===== config.mk =====
export PLATFORM = sky130hd
export DESIGN_NAME = freq_count_latch
export DESIGN_NICKNAME = d
export VERILOG_FILES = /design/src/rtl/freq_count_latch.sv
export SDC_FILE = /design/constraint.sdc
export NUM_CORES = 1
export LEC_CHECK = 0
export ABC_AREA = 1
export BUFFER_PORTS_ARGS = -buffer_cell sky130_fd_sc_hd__buf_4
export CELL_PAD_IN_SITES_DETAIL_PLACEMENT = 1
export CELL_PAD_IN_SITES_GLOBAL_PLACEMENT = 2
export CORE_ASPECT_RATIO = 1.25
export CORE_MARGIN = 2
export CORE_UTILIZATION = 35
export CTS_CLUSTER_SIZE = 25
export DETAILED_ROUTE_END_ITERATION = 8
export PLACE_DENSITY = 0.88
export SLEW_MARGIN = 40
export SYNTH_ARGS = -nofsm -noshare
export SYNTH_HDL_FRONTEND = slang
export SYNTH_SLANG_ARGS = --single-unit

===== constraint.sdc =====
create_clock -name clk -period 2.1 [get_ports clk]
set_input_delay 0.315 -clock clk [delete_from_list [all_inputs] [get_ports clk]]
set_output_delay 0.315 -clock clk [all_outputs]
set_load 0.02 [all_outputs]

===== src/rtl/freq_count_latch.sv =====
// Frequency-meter measurement datapath: times a gate window in clk cycles, counts
// synchronized rising edges of sig_i inside it and latches the count on lock.
module freq_count_latch #(
  parameter int unsigned GATE_CYCLES = 1000000,
  parameter int unsigned CNT_W       = 32,
  parameter int unsigned SYNC_STAGES = 2
) (
  input  logic             clk,
  input  logic             rst_n,
  input  logic             sig_i,
  input  logic             clear_i,
  input  logic             count_en_i,
  input  logic             lock_i,
  output logic             cout_o,
  output logic [CNT_W-1:0] freq_o,
  output logic             freq_valid_o,
  output logic             overflow_o
);

  localparam int unsigned GATE_W = (GATE_CYCLES > 1) ? $clog2(GATE_CYCLES) : 1;
  localparam logic [GATE_W-1:0] GATE_LAST = GATE_W'(GATE_CYCLES - 1);
  localparam logic [CNT_W-1:0]  CNT_MAX   = '1;

  logic [SYNC_STAGES-1:0] sync_q;
  logic                   prev_q;
  logic [GATE_W-1:0]      gate_cnt;
  logic [CNT_W-1:0]       edge_cnt;
  logic                   ovf_acc;

  logic [GATE_W-1:0]      gate_cnt_d;
  logic [CNT_W-1:0]       edge_cnt_d;
  logic                   ovf_acc_d;
  logic                   cout_d;
  logic [CNT_W-1:0]       freq_d;
  logic                   freq_valid_d;
  logic                   overflow_d;

  logic                   rise_c;
  logic                   accept_c;
  logic                   lock_c;

  // Metastability chain plus previous-sample flop for rising-edge detection
  always_ff @(posedge clk or negedge rst_n) begin
    if (!rst_n) begin
      sync_q <= '0;
      prev_q <= 1'b0;
    end else begin
      sync_q <= {sync_q[SYNC_STAGES-2:0], sig_i};
      prev_q <= sync_q[SYNC_STAGES-1];
    end
  end

  assign rise_c   = sync_q[SYNC_STAGES-1] & ~prev_q;
  // Enable arriving after gate done is a controller lag artefact and is ignored
  assign accept_c = count_en_i & ~cout_o & ~clear_i;
  assign lock_c   = lock_i & cout_o;

  // Next-state for gate timer, edge counter and result registers
  always_comb begin
    gate_cnt_d   = gate_cnt;
    edge_cnt_d   = edge_cnt;
    ovf_acc_d    = ovf_acc;
    cout_d       = cout_o;
    freq_d       = freq_o;
    freq_valid_d = 1'b0;
    overflow_d   = overflow_o;

    if (clear_i) begin
      gate_cnt_d = '0;
      edge_cnt_d = '0;
      ovf_acc_d  = 1'b0;
      cout_d     = 1'b0;
    end else if (accept_c) begin
      if (gate_cnt == GATE_LAST) begin
        cout_d = 1'b1;
      end else begin
        gate_cnt_d = gate_cnt + GATE_W'(1);
      end
      if (rise_c) begin
        if (edge_cnt == CNT_MAX) begin
          ovf_acc_d = 1'b1;
        end else begin
          edge_cnt_d = edge_cnt + CNT_W'(1);
        end
      end
    end

    // Lock samples the pre-clear values when both arrive together
    if (lock_c) begin
      freq_d       = edge_cnt;
      overflow_d   = ovf_acc;
      freq_valid_d = 1'b1;
    end
  end

  always_ff @(posedge clk or negedge rst_n) begin
    if (!rst_n) begin
      gate_cnt     <= '0;
      edge_cnt     <= '0;
      ovf_acc      <= 1'b0;
      cout_o       <= 1'b0;
      freq_o       <= '0;
      freq_valid_o <= 1'b0;
      overflow_o   <= 1'b0;
    end else begin
      gate_cnt     <= gate_cnt_d;
      edge_cnt     <= edge_cnt_d;
      ovf_acc      <= ovf_acc_d;
      cout_o       <= cout_d;
      freq_o       <= freq_d;
      freq_valid_o <= freq_valid_d;
      overflow_o   <= overflow_d;
    end
  end

endmodule


==> impl_metrics.env <==
export IMPL_finalSetupViolCount=0
export IMPL_hold_viol=0
export IMPL_fin_area_um2=5910
export IMPL_final_instance_count_excl_fill=912
export IMPL_synth_cell_area_um2=5020
export IMPL_synth_avg_cell_area_um2=7.28
export IMPL_crit_type="reg -> reg"
export IMPL_synth_edf_count=0
export IMPL_status="finished, final reports clean"
export IMPL_chipHeight_um=138
export IMPL_cp_required_ns=2.35
export IMPL_routed_wl_mm=14.5
export IMPL_grtUsageTotal=0.204
export IMPL_tns_ns=0
export IMPL_min_path_type="in -> reg"
export IMPL_relSlewSlack=0.646
export IMPL_async_flop_share=1.00
export IMPL_tightest_slew_ns=0.529
export IMPL_ys_types=33
export IMPL_finalCritPeriodShare=0.895
export IMPL_grt_overflow=0
export IMPL_postCtsResizedCells=0
export IMPL_finalClockSkew_ns=0.00862
export IMPL_clock_path_buffers=2
export IMPL_finalMaxSlewViolations=0
export IMPL_synth_largest_area_cell="dfrtp_1"
export IMPL_dp_cells=895
export IMPL_ys_ff_latch=91
export IMPL_crit_start="gate_cnt[1]$_DFFE_PN0P_"
export IMPL_dieArea_um2=15300
export IMPL_power_leakage_uw=0.00278
export IMPL_r2r_start="gate_cnt[1]$_DFFE_PN0P_"
export IMPL_reg2reg_depth=10
export IMPL_post_drt_wl_per_cell_um=15.9
export IMPL_synthTopCellsByArea="dfrtp_1 (45%), nand2_1 (17%), nor2_1 (6.7%), nand3_1 (6.1%), inv_1 (4.9%)"
export IMPL_grt_pass1_vias=4908
export IMPL_dp_hpwl_mm=10.9
export IMPL_initial_core_util=0.360
export IMPL_grt_pass1_wl_mm=24.5
export IMPL_crit_arrival_ns=2.13
export IMPL_hold_buffers=1
export IMPL_cts_root_buf="clkbuf_16"
export IMPL_nNetsFinal=740
export IMPL_areaGrowthSynthToFinish_pct=17.7
export IMPL_port_buffers=40
export IMPL_power_density_nw_per_um2=681
export IMPL_worstSetupEndpointType="register"
export IMPL_io_pin_count=41
export IMPL_ant_nets=0
export IMPL_grt_max_degree=41
export IMPL_rows=48
export IMPL_drt_iter0_markers=126
export IMPL_synth_nets=698
export IMPL_syn_inst=690
export IMPL_crit_top_cell="nand2_4"
export IMPL_crit_path_start_kind="register"
export IMPL_antenna_cells=0
export IMPL_synthFlopType="dfrtp_1"
export IMPL_drv_cap=0
export IMPL_core_um2=13900
export IMPL_clk_latency_ns=0.36
export IMPL_drive_above_1_share=0.137
export IMPL_synth_seq_area_share=0.454
export IMPL_antenna_found_initial=0
export IMPL_finalCriticalPeriod_ns=1.88
export IMPL_finalCoreUtilization=0.424
export IMPL_die_x_um=111
export IMPL_hold_path_depth=1
export IMPL_via_per_inst=5.00
export IMPL_yosysTopAreaCellShare=0.454
export IMPL_cts_tree="done"
export IMPL_drcViolationCount=0
export IMPL_clk_pin_slew_ns=0.07
export IMPL_ys_warn_count=0
export IMPL_clock_fmax_mhz=532
export IMPL_cts_sinks=91
export IMPL_h_tree_depth=3
export IMPL_rsz0062_at_grt="no"
export IMPL_postCtsSetupBuffers=0
export IMPL_gp_congestion=0.898
export IMPL_cp_max_fo=12
export IMPL_whs_ns=0.0613
export IMPL_placed_cell_area_um2=5530
export IMPL_vdd_drop_max_mv=0.418
export IMPL_crit_slowest_cell="dfrtp_1"
export IMPL_drt_pre_antenna_iters=4
export IMPL_critical_path_max_stage_delay_ns=0.39
export IMPL_cts_buffers=9
export IMPL_hp_start="sig_i"
export IMPL_num_vias=4558
export IMPL_worstPathCellList="ha_1 > nand3_2 > inv_2 > nand2_2 > nor2_4 > nand2_4 > nand2_4 > inv_1 > nand3_1 > nand2_1"
routing by layer:
metal,wire length (um),share of wire,up-vias,global-route usage
li1,-,-,2247,-
met3,322,0.022,32,0.0236
met5,0,0,-,0
met4,560,0.039,0,0.112
met2,7800,0.54,68,0.387
met1,5790,0.40,2211,0.222
worst max-delay path: cells and delay by family, from the launching register on:
| kind | cells | cell delay (ns) |
|---|---|---|
| adder cells (fa/ha/maj) | 1 | 0.27 |
| buffers and inverters | 2 | 0.34 |
| flip-flops | 1 | 0.39 |
| AND/OR/NAND/NOR | 7 | 0.76 |
stage by stage:
stage                     setup WS, ns  power [uW]
final                            0.219        4030
after global routing            0.0383        4170
after CTS                        0.217        4100
after detailed placement         0.223        2030
after global placement           0.318        2020
after floorplan                  0.492        1930
cell type report:
cell class	instances	area (um2)
Fill cell	1790	8020
Multi-Input combinational cell	510	2360
Sequential cell	91	2280
Timing Repair Buffer	51	423
Inverter	69	263
Clock buffer	9	225
Tap cell	175	219
Clock inverter	7	146
synth_stat cells (3+ instances only):
library cell	n
nand2_2	10
dfrtp_1	91
nand4_1	12
buf_4	4
o21ai_0	42
nor2_2	3
xor2_1	15
nand2_1	234
o21ai_1	15
a21oi_1	5
nor2_1	89
clkbuf_1	8
nand2_4	4
inv_1	65
buf_6	3
o21ai_2	5
nand3_1	61
sequential cells by signal (all words and copies together), names as in the netlist:
signal	flops
freq_o	32
freq_valid_o	1
sync_q	2
cout_o	1
ovf_acc	1
gate_cnt	20
prev_q	1
edge_cnt	32
overflow_o	1
report_power, final:
part | switching [uW] | total [uW] | internal (uW)
registers | 12.9 | 1780 | 1770
logic | 145 | 203 | 57.7
clock network | 745 | 2040 | 1290
total | 903 | 4030 | 3120
cells by family (layout without fill, tap and decap cells):
logic type,after synthesis,in the layout,synth area share
flops,91,91,0.454
compound gates,68,68,0.0718
simple gates,425,425,0.366
fa+ha+maj,2,2,0.00498
buf+inv,89,136,0.0775
xor+xnor,15,15,0.0262
placed cells by master, fill, tap and decap left out, types with 12 or more instances in the layout:
cell,Yosys,final
nand4_1,12,12
buf_4,4,47
inv_1,65,65
nor2_1,89,89
nand2_1,234,233
o21ai_1,15,15
dfrtp_1,91,91
xor2_1,15,15
nand3_1,61,61
o21ai_0,42,42
final timing paths:
path / slack (ns) / to
worst max-delay path: 0.22 / gate_cnt[13]$_DFFE_PN0P_
worst min-delay path: 0.06 / sync_q[0]$_DFF_PN0_
worst max register to register: 0.22 / gate_cnt[13]$_DFFE_PN0P_
worst min register to register: 0.35 / sync_q[1]$_DFF_PN0_
max in group asynchronous: 1.08 / edge_cnt[29]$_DFFE_PN0P_
min in group asynchronous: 0.45 / freq_o[9]$_DFFE_PN0P_
Power figures use the tool's default switching activity.
